==> src/rtl/uart_pkg.sv <==
// Shared types and constants for the UART receive controller slice.
// Latency: n/a (declarations only).
// Backpressure: n/a.
package uart_pkg;

  localparam int BYTE_W    = 8;
  localparam int DEPTH_DEF = 4;

  typedef enum logic [1:0] {
    IDLE      = 2'd0,
    ACK       = 2'd1,
    WAIT_DROP = 2'd2
  } rx_state_e;

  typedef logic [BYTE_W-1:0] byte_t;

endpackage

==> src/rtl/uart_rx_ctrl_if.sv <==
// Bundles the receiver handshake (req/data/ack) and the consumer valid/ready stream.
// Latency: n/a (wires only).
// Backpressure: out_ready from the consumer; rcv_ack paces the receiver.
interface uart_rx_ctrl_if;
  import uart_pkg::*;

  logic  rcv_req;
  byte_t rcv_data;
  logic  rcv_ack;
  logic  out_valid;
  byte_t out_data;
  logic  out_ready;

  // Controller side: answers the receiver and sources the byte stream.
  modport master (
    input  rcv_req,
    input  rcv_data,
    output rcv_ack,
    output out_valid,
    output out_data,
    input  out_ready
  );

  // Environment side: receiver plus byte consumer.
  modport slave (
    output rcv_req,
    output rcv_data,
    input  rcv_ack,
    input  out_valid,
    input  out_data,
    output out_ready
  );

endinterface

==> src/rtl/rx_byte_fifo.sv <==
// DEPTH x 8 synchronous FIFO with separate occupancy counter.
// Latency: a push is visible at the head one cycle later (no bypass).
// Backpressure: push accepted when not full or when a pop happens the same cycle.
module rx_byte_fifo
  import uart_pkg::*;
#(
  parameter int DEPTH = DEPTH_DEF,
  parameter int CW    = $clog2(DEPTH + 1)
) (
  input  logic          clk,
  input  logic          rst_n,
  input  logic          push,
  input  byte_t         push_dat,
  input  logic          pop,
  output byte_t         pop_dat,
  output logic [CW-1:0] count,
  output logic          full,
  output logic          empty
);

  localparam int AW = $clog2(DEPTH);

  byte_t         mem_q [DEPTH];
  logic [AW-1:0] wr_ptr_q, wr_ptr_d;
  logic [AW-1:0] rd_ptr_q, rd_ptr_d;
  logic [CW-1:0] count_q, count_d;
  logic          wr_en, rd_en;

  assign full  = (count_q == CW'(DEPTH));
  assign empty = (count_q == '0);

  // Pop on empty is ignored; full still accepts a push when the head leaves this cycle.
  assign rd_en = pop & ~empty;
  assign wr_en = push & (~full | rd_en);

  // Pointer and occupancy next-state; pointers wrap naturally at power-of-2 depth.
  always_comb begin
    wr_ptr_d = wr_ptr_q;
    rd_ptr_d = rd_ptr_q;
    count_d  = count_q;
    if (wr_en) wr_ptr_d = wr_ptr_q + AW'(1);
    if (rd_en) rd_ptr_d = rd_ptr_q + AW'(1);
    case ({wr_en, rd_en})
      2'b10:   count_d = count_q + CW'(1);
      2'b01:   count_d = count_q - CW'(1);
      default: count_d = count_q;
    endcase
  end

  // Pointer and counter registers.
  always_ff @(posedge clk or negedge rst_n) begin
    if (!rst_n) begin
      wr_ptr_q <= '0;
      rd_ptr_q <= '0;
      count_q  <= '0;
    end else begin
      wr_ptr_q <= wr_ptr_d;
      rd_ptr_q <= rd_ptr_d;
      count_q  <= count_d;
    end
  end

  // Storage array; contents deliberately not reset.
  always_ff @(posedge clk) begin
    if (wr_en) mem_q[wr_ptr_q] <= push_dat;
  end

  assign pop_dat = mem_q[rd_ptr_q];
  assign count   = count_q;

endmodule

==> src/rtl/uart_rx_ctrl.sv <==
// Gates the UART receiver, acks each byte once, buffers bytes and flags overruns.
// Latency: captured byte appears on out_valid/out_data the cycle after capture.
// Backpressure: out_ready pops the FIFO; a capture into a full FIFO without a pop is dropped.
module uart_rx_ctrl
  import uart_pkg::*;
#(
  parameter int DEPTH = DEPTH_DEF,
  parameter int CW    = $clog2(DEPTH + 1)
) (
  input  logic            clk,
  input  logic            clr_n,
  input  logic            en,
  output logic            rx_clr,
  uart_rx_ctrl_if.master  bus,
  output logic [CW-1:0]   fifo_count,
  output logic            overrun,
  input  logic            ovr_clr
);

  rx_state_e state_q, state_d;
  logic      rcv_ack_q, rcv_ack_d;
  logic      rx_clr_q, rx_clr_d;
  logic      overrun_q, overrun_d;
  logic      capture, pop, drop;
  logic      fifo_full, fifo_empty;

  // FSM state register.
  always_ff @(posedge clk or negedge clr_n) begin
    if (!clr_n) state_q <= IDLE;
    else        state_q <= state_d;
  end

  // Next state: one capture per req pulse, ack must be seen low before the next req.
  always_comb begin
    state_d = state_q;
    if (!en) begin
      state_d = IDLE;
    end else begin
      case (state_q)
        IDLE:      if (bus.rcv_req)  state_d = ACK;
        ACK:       if (!bus.rcv_req) state_d = WAIT_DROP;
        WAIT_DROP: state_d = IDLE;
        default:   state_d = IDLE;
      endcase
    end
  end

  // FSM outputs: capture strobe and registered ack derived from the next state.
  always_comb begin
    capture   = (state_q == IDLE) & en & bus.rcv_req;
    rcv_ack_d = (state_d == ACK);
  end

  assign pop  = ~fifo_empty & bus.out_ready;
  assign drop = capture & fifo_full & ~pop;

  // Receiver clear follows enable; overrun is sticky with set taking priority over clear.
  always_comb begin
    rx_clr_d  = ~en;
    overrun_d = overrun_q;
    if (drop)         overrun_d = 1'b1;
    else if (ovr_clr) overrun_d = 1'b0;
  end

  // Registered control outputs.
  always_ff @(posedge clk or negedge clr_n) begin
    if (!clr_n) begin
      rcv_ack_q <= 1'b0;
      rx_clr_q  <= 1'b1;
      overrun_q <= 1'b0;
    end else begin
      rcv_ack_q <= rcv_ack_d;
      rx_clr_q  <= rx_clr_d;
      overrun_q <= overrun_d;
    end
  end

  rx_byte_fifo #(
    .DEPTH (DEPTH),
    .CW    (CW)
  ) u_fifo (
    .clk      (clk),
    .rst_n    (clr_n),
    .push     (capture),
    .push_dat (bus.rcv_data),
    .pop      (pop),
    .pop_dat  (bus.out_data),
    .count    (fifo_count),
    .full     (fifo_full),
    .empty    (fifo_empty)
  );

  assign bus.rcv_ack   = rcv_ack_q;
  assign bus.out_valid = ~fifo_empty;
  assign rx_clr        = rx_clr_q;
  assign overrun       = overrun_q;

endmodule

==> src/flat_wrapper.sv <==
// flat-port wrapper written by rule: the top's interface ports become plain ports
module uart_rx_ctrl_flat import uart_pkg::*;
#(
  parameter int DEPTH = DEPTH_DEF,
  parameter int CW    = $clog2(DEPTH + 1)
)
  (clk, clr_n, en, rx_clr, fifo_count, overrun, ovr_clr, bus_rcv_req, bus_rcv_data, bus_rcv_ack, bus_out_valid, bus_out_data, bus_out_ready);
  uart_rx_ctrl_if bus_i ();
  input  logic clk;
  input  logic clr_n;
  input  logic en;
  output logic rx_clr;
  output logic [CW-1:0] fifo_count;
  output logic overrun;
  input  logic ovr_clr;
  input wire logic [$bits(bus_i.rcv_req)-1:0] bus_rcv_req;
  input wire logic [$bits(bus_i.rcv_data)-1:0] bus_rcv_data;
  output wire logic [$bits(bus_i.rcv_ack)-1:0] bus_rcv_ack;
  output wire logic [$bits(bus_i.out_valid)-1:0] bus_out_valid;
  output wire logic [$bits(bus_i.out_data)-1:0] bus_out_data;
  input wire logic [$bits(bus_i.out_ready)-1:0] bus_out_ready;
  assign bus_i.rcv_req = bus_rcv_req;
  assign bus_i.rcv_data = bus_rcv_data;
  assign bus_rcv_ack = bus_i.rcv_ack;
  assign bus_out_valid = bus_i.out_valid;
  assign bus_out_data = bus_i.out_data;
  assign bus_i.out_ready = bus_out_ready;
  uart_rx_ctrl #(.DEPTH(DEPTH), .CW(CW)) u_core (.clk(clk), .clr_n(clr_n), .en(en), .rx_clr(rx_clr), .bus(bus_i), .fifo_count(fifo_count), .overrun(overrun), .ovr_clr(ovr_clr));
endmodule
==> config.mk <==
export PLATFORM = sky130hd
export DESIGN_NAME = uart_rx_ctrl_flat
export DESIGN_NICKNAME = d
export VERILOG_FILES = /design/src/rtl/uart_pkg.sv /design/src/rtl/uart_rx_ctrl_if.sv /design/src/rtl/rx_byte_fifo.sv /design/src/rtl/uart_rx_ctrl.sv /design/src/flat_wrapper.sv
export SDC_FILE = /design/constraint.sdc
export NUM_CORES = 1
export LEC_CHECK = 0
export CAP_MARGIN = 20
export CORE_AREA = 10 10 96 56
export DETAILED_ROUTE_END_ITERATION = 10
export DIE_AREA = 0 0 106 66
export PLACE_DENSITY_LB_ADDON = 0.08
export SETUP_SLACK_MARGIN = 0.1
export SYNTH_ARGS = -nofsm -noshare
export SYNTH_HDL_FRONTEND = slang
export SYNTH_SLANG_ARGS = --single-unit
==> constraint.sdc <==
create_clock -name clk -period 2.35 [get_ports clk]
set_input_delay 0.47 -clock clk [delete_from_list [all_inputs] [get_ports clk]]
set_output_delay 0.47 -clock clk [all_outputs]
set_load 0.03 [all_outputs]
# [Word level (Yosys, flattened, before mapping)]
# Memories as Yosys holds them, arrays and structs flattened.
# Cells that the tools add are included.
[op_classes] addsub=4 eq_ne=5 mux=9 n_bitwise=12 n_reduce_logical=4
[op_table] cell="$and A1 B1 Y1" n=7
[op_table] cell="$eq A2 B1 Y1 const B" n=3
[op_table] cell="$mux W2" n=3
[op_table] cell="$pmux W3 S2" n=1
[op_table] cell="$add A2 B1 Y2 const B" n=2
[op_table] cell="$mux W1" n=4
[op_table] cell="$not A1 Y1" n=4
[op_table] cell="$pmux W2 S2" n=1
[op_table] cell="$reduce_bool A2 Y1" n=2
[op_table] cell="$add A3 B1 Y3 const B" n=1
[op_table] cell="$eq A3 B3 Y1 const B" n=1
[op_table] cell="$logic_not A3 Y1" n=1
[op_table] cell="$sub A3 B1 Y3 const B" n=1
[op_table] cell="$eq A2 B2 Y1 const B" n=1
[op_table] cell="$logic_not A2 Y1" n=1
[op_table] cell="$or A1 B1 Y1" n=1
[totals] reg_bits=12 mem_bits_rw=32 in_bits=14 output_inout_bits=15 memories=1
[mem_list] name="u_core.u_fifo.mem_q" depth=4 width=8 read_ports=1 rd_ports_with_merged_regs=0 write_ports=1 line="rx_byte_fifo.sv:23" text="byte_t mem_q [DEPTH];"

# [Longest topological paths before layout]
# Gate-level depths: netlist (run 1).
[logic_depth] word_depth=8 ltp_mapped=7 depth_no_buf=7

# [Hierarchy]
# Synthesis (run 1) repeated with hierarchy kept, for this count alone.
[hier_totals] cells_unflattened=95 area_unflattened_um2=1781.7
[modules_own_cells] module="rx_byte_fifo" n_inst=1 cells_each=80 area_each_um2=1587.8 seq_area_each_um2=1136.1
[modules_own_cells] module="uart_rx_ctrl" n_inst=1 cells_each=15 area_each_um2=193.9 seq_area_each_um2=126.4

# [Worst setup path after synthesis (run 1)]
# No wires, ideal clock.
[synth_timing] kind="register to register" startpoint="register u_core.u_fifo.count_q[0], in the netlist u_core.u_fifo.count[0]" endpoint="register u_core.u_fifo.count_q[2], in the netlist u_core.u_fifo.count[2]" setup_ps=126 arrival_time_ps=2366 slack_ps=-142 path_stages_with_launch=7 path_buffers=0 cell_sequence="dfrtp_1 or3_1 and2_1 nand2_1 fa_1 or3_1 a311o_1"
[synth_via] elab_chain_len=8 elab_cells_between_ends=14
[synth_lines] item="start, declared" line="rx_byte_fifo.sv:26" text="logic [CW-1:0] count_q, count_d;"
[synth_lines] item="start signal, assigned" line="rx_byte_fifo.sv:59" text="count_q <= count_d;"
[synth_lines] item="$logic_not A3 Y1 *" line="rx_byte_fifo.sv:30" text="assign empty = (count_q == '0);"
[synth_lines] item="$not A1 Y1 *"
[synth_lines] item="named net bus_out_valid" line="flat_wrapper.sv:19" text="output wire logic [$bits(bus_i.out_valid)-1:0] bus_out_valid;"
[synth_lines] item="$and A1 B1 Y1" line="uart_rx_ctrl.sv:54" text="assign pop = ~fifo_empty & bus.out_ready;"
[synth_lines] item="$and A1 B1 Y1 *" line="rx_byte_fifo.sv:33" text="assign rd_en = pop & ~empty;"
[synth_lines] item="$or A1 B1 Y1" line="rx_byte_fifo.sv:34" text="assign wr_en = push & (~full | rd_en);"
[synth_lines] item="$and A1 B1 Y1" line="rx_byte_fifo.sv:34"
[synth_lines] item="$eq A2 B1 Y1 / $eq A2 B2 Y1 (equally long branches)" line="rx_byte_fifo.sv:43" text="case ({wr_en, rd_en})"
[synth_lines] item="$pmux W3 S2 / $reduce_bool A2 Y1 (equally long branches)"
# Mark *: on every way through the listed nets, which the timed path passes. The rest lies on a longest branch.
# A chain may end at the register's enable or synchronous reset.

# [Worst setup path in the final report (run 1)]
[layout_timing] startpoint="register u_core.u_fifo.rd_ptr_q[0]" endpoint="output bus_out_data[3]"
[layout_via] elab_chain_len=1
[layout_lines] item="start, declared" line="rx_byte_fifo.sv:25" text="logic [AW-1:0] rd_ptr_q, rd_ptr_d;"
[layout_lines] item="start signal, assigned" line="rx_byte_fifo.sv:58" text="rd_ptr_q <= rd_ptr_d;"
[layout_lines] item="$mem_v2 Z4 W8"
[layout_lines] item="end, declared" line="flat_wrapper.sv:20" text="output wire logic [$bits(bus_i.out_data)-1:0] bus_out_data;"
# No other way between the ends.

==> results.toml, run 1 <==
[status]
status = "complete, no violations"

[drt]
drtIter0Drc = 34
wire_per_inst_um = 17.8
drtPass1Iterations = 4
vias = 946
antenna_left = 0
wirelength_mm = 3.38
drc = 0
vias_per_cell = 4.98

[clock_tree]
clock_path_buffers = 2
cts_tree = "built"
ctsRootBufferMaster = "clkbuf_8"
worstSkewPairLatency_ns = 0.29
path_clk_slew_ns = 0.08
htree_num_levels = 2
cts.sinks = 44
cts_buffers = 5

[min_path]
min_from = "u_core.state_q[1]"
hold_class = "reg2reg"

[synth]
syn-cell-area_mm2 = 0.00179
synth.net_count = 115
yosysSeqAreaShare = 0.707
yosysWarnings = 0
synth_area_leaders = "edfxtp_1 (54%), dfrtp_1 (15%), mux4_2 (10%), ha_1 (2.8%), and2_1 (1.8%)"
synth_ff_type = "edfxtp_1"
synthCells = 96
synth_cell_types = 30
synth-edff-count = 32
syn_area_per_cell_um2 = 18.6
synthArstFlopShare = 0.273
synth_top_area_share = 0.538
ys_seq_elements = 44
yosys.area.top_type = "edfxtp_1"

[floorplan]
rows = 16
dieArea_mm2 = 0.00700
dieHeight_um = 66
start_util = 0.480
die_w_um = 106
io_pins = 29
fp.coreArea_mm2 = 0.00372

[sta]
clock.fmax_mhz = 454
setup_viol = 0
hold_slack_ns = 0.493
fin_crit_ns = 2.20
period_share = 0.937
fin_skew_ns = 0.00551
tightest_slew_ns = 0.607
hold_viol = 0
grt_setup_unrepaired = "false"
slew_headroom = 0.594
drv_slew = 0
setup-tns-final_ns = 0

[setup_path]
reg2reg_to = "u_core.u_fifo.count[2]"
reg2reg_slack_ns = 0.30
reg2reg_depth = 6
r2r-start = "u_core.u_fifo.count[0]"
crit_end = "bus_out_data[3]"
crit_fanout = 7
crit_path_start = "u_core.u_fifo.rd_ptr_q[0]"
path_class = "reg2out"
cp_data_required_time_ns = 1.88
endpoint_kind = "output pin"
worstSetupStartpointType = "flop"
worstPathArrival_ns = 1.73

[power]
finalPower_mw = 2.51
leakage_nw = 0.835
p_comb_frac = 0.393
swShare = 0.353
pwr-share-seq = 0.426
switchingPower_uw = 885
powerDensity_mw_per_mm2 = 1110
p_clk_frac = 0.181
p_int_mw = 1.62
peakVddDrop_v = 0.000438

[place]
gp_congestion = 0.725
dpl.hpwl_mm = 2.53
place_area_mm2 = 0.00219
port-buffer-count = 28

[cells_and_area]
area_growth_pct = 26.3
final_cell_area_mm2 = 0.00226
drive_above_1_share = 0.265
n_antenna_cell = 0
final_core_util = 0.606
nNetsFinal = 154
fill_cells = 293

[grt]
grt_pass1_wl_mm = 5.62
grt_pass1_vias = 1035
antenna_found_initial = 0
grt_overflow = 0
grt_max_degree = 15
grtUsageTotal = 0.105

[flow_run]
maxCapViolations = 0
repair_timing:
action                                  4_1_cts  5_1_grt
endpoints found under the setup margin        7        5
setup buffers                                 0        0
pin swaps                                     0        0
gates resized for setup                       7        8
hold buffers                                  0        0
how the worst min path moves through the flow:
stage	endpoint	slack [ns]	depth (start not counted)
floorplan	u_core.bus.rcv_ack	0.17	0
global placement	u_core.bus.rcv_ack	0.47	1
detailed placement	u_core.bus.rcv_ack	0.48	1
CTS	u_core.bus.rcv_ack	0.49	1
global route	u_core.state_q[0]	0.51	1
finish	u_core.state_q[0]	0.49	1
sequential cells by signal, indices dropped and copies added, names as in the netlist:
signal / cells
u_core.u_fifo.mem_q: 32
u_core.u_fifo.count: 3
u_core.state_q: 2
u_core.u_fifo.rd_ptr_q: 2
u_core.u_fifo.wr_ptr_q: 2
u_core.bus.rcv_ack: 1
u_core.overrun: 1
u_core.rx_clr: 1
power by group through the flow:
stage	clock (mW)	combinational [mW]	sequential [mW]
6_report	0.454	0.985	1.07
2_1_floorplan	0	0.620	1.08
3_5_place_dp	0	1.05	1.08
4_1_cts	0.469	1.01	1.07
3_3_place_gp	0	1.03	1.08
5_1_grt	0.499	1.06	1.09
layer usage:
metal | vias to the layer above | GRT usage | part of all wire
li1 | 443 | - | -
met1 | 471 | 0.135 | 0.48
met2 | 27 | 0.161 | 0.46
met3 | 5 | 0.0370 | 0.040
met4 | 0 | 0.0352 | 0.011
met5 | - | 0 | 0
worst max-delay path: stages (launching register included):
cell	delay, ns
dfrtp_1	0.40
buf_12	0.15
mux4_2	0.52
clkdlybuf4s15_1	0.37
synth_stat cells, types with 2 or more instances:
master    count
and2_1        5
dfrtp_1      11
edfxtp_1     32
ha_1          4
inv_1         6
mux4_2        8
nand2_1       3
nor3b_1       2
or3_1         2
xnor2_1       3
cell usage in the layout, fill, tap and decap left out, types with 2 or more instances in the layout:
cell type | Yosys | final
and2_1 | 5 | 5
clkbuf_2 | 0 | 3
clkinv_2 | 0 | 2
nand2_1 | 3 | 3
dfrtp_1 | 11 | 8
buf_4 | 1 | 8
inv_1 | 6 | 6
clkbuf_8 | 0 | 5
dfrtp_2 | 0 | 3
clkdlybuf4s50_1 | 0 | 19
mux4_2 | 8 | 8
dlygate4sd2_1 | 0 | 3
nor3b_1 | 2 | 2
ha_1 | 4 | 4
edfxtp_1 | 32 | 32
xnor2_1 | 3 | 3
layout make-up:
class                      instances  area [um2]  area share
timing repair buffer              36         334       0.148
clock buffer                       5        68.8      0.0305
multi-input combinational         42         479       0.212
sequential                        44        1270       0.561
tap                               54        67.6      0.0299
inverter                           6        22.5     0.00998
clock inverter                     3        18.8     0.00831
metrics by stage:
step / worst slack [ns] / cells
after floorplan: 0.103 / 96
after global placement: -0.0301 / 182
after detailed placement: -0.0786 / 182
after CTS: 0.112 / 190
after global routing: 0.101 / 190
final: 0.147 / 190
cells by family (layout without fill, tap and decap cells):
family	Yosys count	in the layout	share of synthesized area
flops	44	44	0.707
buf+inv	10	50	0.0280
xor+xnor	4	4	0.0196
mux	10	10	0.115
compound gates	5	5	0.0196
simple gates	18	18	0.0721
fa+ha+maj	5	5	0.0392
Note: power is estimated with default switching activity, not from simulation.
==> run 2, diff against run 1 <==
CTS_CLUSTER_SIZE = 14   (was not set)
==> results of run 2 <==
No change in the layout: final DEF, timing and power equal those of run 1.
==> run 3, diff against run 2 <==
--- a/config.mk
+++ b/config.mk
@@ -12,4 +12,5 @@
 export DIE_AREA = 0 0 106 66
 export PLACE_DENSITY_LB_ADDON = 0.08
+export REMOVE_ABC_BUFFERS = 1
 export SETUP_SLACK_MARGIN = 0.1
 export SYNTH_ARGS = -nofsm -noshare
==> constraint.sdc (replaced) <==
create_clock -name clk -period 2.35 [get_ports clk]
set_input_delay 0.235 -clock clk [delete_from_list [all_inputs] [get_ports clk]]
set_output_delay 0.235 -clock clk [all_outputs]
set_load 0.03 [all_outputs]
==> results.toml, run 3 (synthesis gave the netlist of run 1 again) <==
[grt]
grtUsageTotal = 0.0998
grt_pass1_vias = 1002
grt_max_degree = 14
grt_pass1_wl_mm = 5.28
grt_overflow = 0
antenna_found_initial = 0

[sta]
tightest_slew_ns = 0.572
grt_setup_unrepaired = "false"
hold_slack_ns = 0.299
slew_headroom = 0.618
setup_viol = 0
fin_skew_ns = 0.00828
period_share = 0.927
fin_crit_ns = 2.18
clock.fmax_mhz = 459
hold_viol = 0
drv_slew = 0

[drt]
wire_per_inst_um = 16.9
drc = 0
wirelength_mm = 3.18
vias_per_cell = 4.93
drtPass1Iterations = 4
drtIter0Drc = 60
antenna_left = 0
vias = 926

[clock_tree]
cts_buffers = 5
cts_setup_buffers = 0
path_clk_slew_ns = 0.08
clock_path_buffers = 2
cts_tree = "built"
htree_num_levels = 2
cts.repair.resized = 0
holdBufCountCts = 0
cts.sinks = 44
ctsRootBufferMaster = "clkbuf_8"
worstSkewPairLatency_ns = 0.29

[power]
finalPower_mw = 2.48
powerDensity_mw_per_mm2 = 1100
peakVddDrop_v = 0.000462
leakage_nw = 0.841

[place]
place_inst = 180
dpl.hpwl_mm = 2.41
gp_congestion = 0.793
place_area_mm2 = 0.00215
port-buffer-count = 28

[cells_and_area]
largest_reg_flops = 32
area_growth_pct = 25.8
drive_above_1_share = 0.187
fin_cells = 188
top_register = "u_core.u_fifo.mem_q"
mostFrequentLayoutCell = "edfxtp_1"
final_cell_area_mm2 = 0.00225
nNetsFinal = 152
final_cell_mix = "edfxtp_1 (32), clkdlybuf4s50_1 (24), dfrtp_1 (10)"
final_core_util = 0.603
n_antenna_cell = 0

[status]
status = "complete, no violations"

[floorplan]
die_w_um = 106
dieArea_mm2 = 0.00700
fp.coreArea_mm2 = 0.00372
dieHeight_um = 66
io_pins = 29
start_util = 0.480
rows = 16

[setup_path]
reg2reg_depth = 6
worstSetupStartpointType = "flop"
crit_fanout = 7
reg2reg_slack_ns = 0.20
r2r-start = "u_core.u_fifo.count[1]"
path_class = "reg2out"
cp_data_required_time_ns = 2.12
crit_end = "bus_out_data[0]"
reg2reg_to = "u_core.u_fifo.count[2]"
endpoint_kind = "output pin"
crit_path_start = "u_core.u_fifo.rd_ptr_q[0]"
worstPathArrival_ns = 1.94

[flow_run]
maxCapViolations = 0

[min_path]
hold_class = "in2async"
-- run 3: worst min path at each step --
stage / end / cells after the start / start
2_1_floorplan: u_core.bus.rcv_ack / 0 / clr_n
3_3_place_gp: u_core.bus.rcv_ack / 1 / u_core.state_q[1]
3_5_place_dp: u_core.bus.rcv_ack / 1 / u_core.state_q[1]
4_1_cts: u_core.u_fifo.count[1] / 1 / clr_n
5_1_grt: u_core.u_fifo.count[1] / 1 / clr_n
6_report: u_core.u_fifo.count[1] / 1 / clr_n
-- run 3: critical path, cell delays in order, from the launching register on --
cell             delay [ns]
dfrtp_1                0.35
buf_4                  0.19
mux4_2                 0.50
clkdlybuf4s50_1        0.61
-- run 3: cell type report --
cell class | instances | area (um2)
clock buffers | 6 | 72.6
clock inverters | 2 | 11.3
fillers | 303 | 1480
inverters | 6 | 22.5
multi-input cells | 42 | 474
flip-flops and latches | 44 | 1260
well taps | 54 | 67.6
repair buffers | 34 | 335
-- run 3: report_power, final --
group	switching [mW]	leakage, nW	total, mW	internal, mW
logic	0.503	0.367	0.976	0.473
registers	0.108	0.436	1.06	0.949
clock network	0.240	0.0388	0.446	0.206
total	0.851	0.841	2.48	1.63
-- run 3: routing by layer --
metal / global-route usage / wire [um] / up-vias
met5: 0 / 0 / -
li1: - / - / 439
met2: 0.150 / 1470 / 19
met1: 0.122 / 1480 / 462
met4: 0.0503 / 55 / 0
met3: 0.0409 / 166 / 6
-- run 3: through the flow --
stage	TNS (ns)	setup WS [ns]
6_report	0	0.171
5_1_grt	0	0.101
4_1_cts	0	0.114
3_5_place_dp	0	0.0723
3_3_place_gp	0	0.150
2_1_floorplan	-0.148	-0.148
==> RTL change (config.mk and constraints of run 2) <==
Put a register stage on the output `fifo_count`, cleared by the reset. The value now appears one clock later. The other outputs are not delayed to match.
--- a/src/rtl/uart_rx_ctrl.sv
+++ b/src/rtl/uart_rx_ctrl.sv
@@ -17,4 +17,6 @@
   input  logic            ovr_clr
 );
+
+  logic [CW-1:0] fifo_count_d;
 
   rx_state_e state_q, state_d;
@@ -86,5 +88,5 @@
     .pop      (pop),
     .pop_dat  (bus.out_data),
-    .count    (fifo_count),
+    .count    (fifo_count_d),
     .full     (fifo_full),
     .empty    (fifo_empty)
@@ -96,4 +98,12 @@
   assign overrun       = overrun_q;
 
+  always_ff @(posedge clk or negedge clr_n) begin
+    if (!clr_n) begin
+      fifo_count <= '0;
+    end else begin
+      fifo_count <= fifo_count_d;
+    end
+  end
+
 endmodule
 
Formal check against the unedited RTL: not equivalent (a bounded check fails within 4 cycles, from zero or initial values).
==> RTL change against run 2 <==
- cell area rose by 5.2%
- area after synthesis rose by 4.3%
- clock power rose by 21%
- count of clock-buffer cells in the layout rose by 1
- worst setup slack improved by 27 ps
- sequential cell count rose by 3
- largest power group unchanged
- largest cell class unchanged
- wire length fell by 0.30%
- total power rose by 5.7%
- cell count rose by 2.6%
- critical endpoint unchanged
==> RTL change: results (changes against run 2) <==
status=finished clean; CTS H-tree lvls=2 (unchanged); gpl congestion=0.688 (-5.0%); Synth cell types=31 (+3.3%); fill cell count=272 (-7.2%); Hold Path Depth=0 (-1); Post-synth top cells=32 x edfxtp_1, 14 x dfrtp_1, 8 x mux4_2; routed wl met2=1490 um (-4.7%); first-pass GRT wire length=5380 um (-4.2%); XOR/XNOR Fraction of Synth Area=1.88% (-0.082 points); met3 wire len=153 um (+13%); final WL=3370 um (-0.30%); GRT met3 Usage=3.99% (+0.29 points); adder-cell share of the synthesized area=3.76% (-0.16 points); Worst Path Arrival=1710 ps (-20 ps); DP HPWL=2550 um (+0.74%); DR vias/cell=4.91 (-1.4%); sequential cells=47 (+6.8%); Seq/total area=56.3% (+0.22 points); initial drt markers=27 (-21%); Synth area leaders=edfxtp_1 52%, dfrtp_1 19%, mux4_2 9.7%, ha_1 2.7%, and2_1 1.7%; number of synthesis warnings=0 (unchanged); register area share after synthesis=71.7% (+1.1 points); launching point of the worst reg2reg path=u_core.u_fifo.count[1]; ClkCell Share=4.58% (+0.70 points); Clock buffer cells=6 (+1); largest net degree at the start of global routing=17 (+2); R2R setup slack=430 ps (+130 ps); Compound-Gate Fraction of Synth Area=1.68% (-0.28 points); Endpoint, Worst Hold=u_core.fifo_count[2]; Total GRT Usage=10.1% (-0.42 points); vias in the first global route=974 (-5.9%); met2 usage=14.6% (-1.5 points); Final nets=159 (+3.2%); ratio of cells with drive above 1 in the final layout=21.3% (-5.2 points); GR Layer Usage met1=13.4% (-0.15 points); #MultiIn Comb=43 (+2.4%); post-synthesis net count=119 (+3.5%); Synth Flop Type=edfxtp_1; cell count after synthesis=100 (+4.2%); worst-case reg-to-reg path depth=7 (+1); final non-filler cell total=195 (+2.6%); Worst IR Drop VDD=0.427 mV (-2.5%); peak fanout along the critical path=5 (-2); skew final=7.23 ps (+1.72 ps); Leakage=0.894 nW (+7.1%); Non-clock buffer share=15.2% (+0.43 points); Reg2Reg Capture Point=u_core.u_fifo.count[2]; most flop-heavy register=u_core.u_fifo.mem_q; Synth async-reset ratio=31.9% (+4.6 points); multiplexer share of the synthesized area=11.0% (-0.48 points); area of the multi-input gates=477 um2 (-0.52%); placed cells=187 (+2.7%); WL met1=1690 um (+3.1%); Buffers, non-clock=37 (+2.8%); min-delay src=u_core.u_fifo.count[2]; Slew @ Worst Pin=672 ps (+65.1 ps)
[RTL change: power by group]
part | total [mW] | internal (mW) | switching (mW)
clock | 0.550 | 0.278 | 0.272
combinational | 0.962 | 0.442 | 0.519
sequential | 1.14 | 1.02 | 0.112
[RTL change: per-stage QoR]
step | hold slack [ps] | util, % | cell area, um2 | worst slack [ps]
after floorplan | 174 | - | 1860 | 220
after global placement | 431 | 61.2 | 2280 | 82.1
after detailed placement | 442 | 61.2 | 2280 | 29.1
after CTS | 469 | 63.8 | 2380 | 114
after global routing | 496 | 63.8 | 2370 | 110
final | 473 | 63.8 | 2370 | 174
[RTL change: timing repair]
item / 4_1_cts / 5_1_grt
setup endpoints to repair: 8 / 2
hold endpoints to repair: 0 / 0
setup buffers: 0 / 0
gates resized for setup: 8 / 3
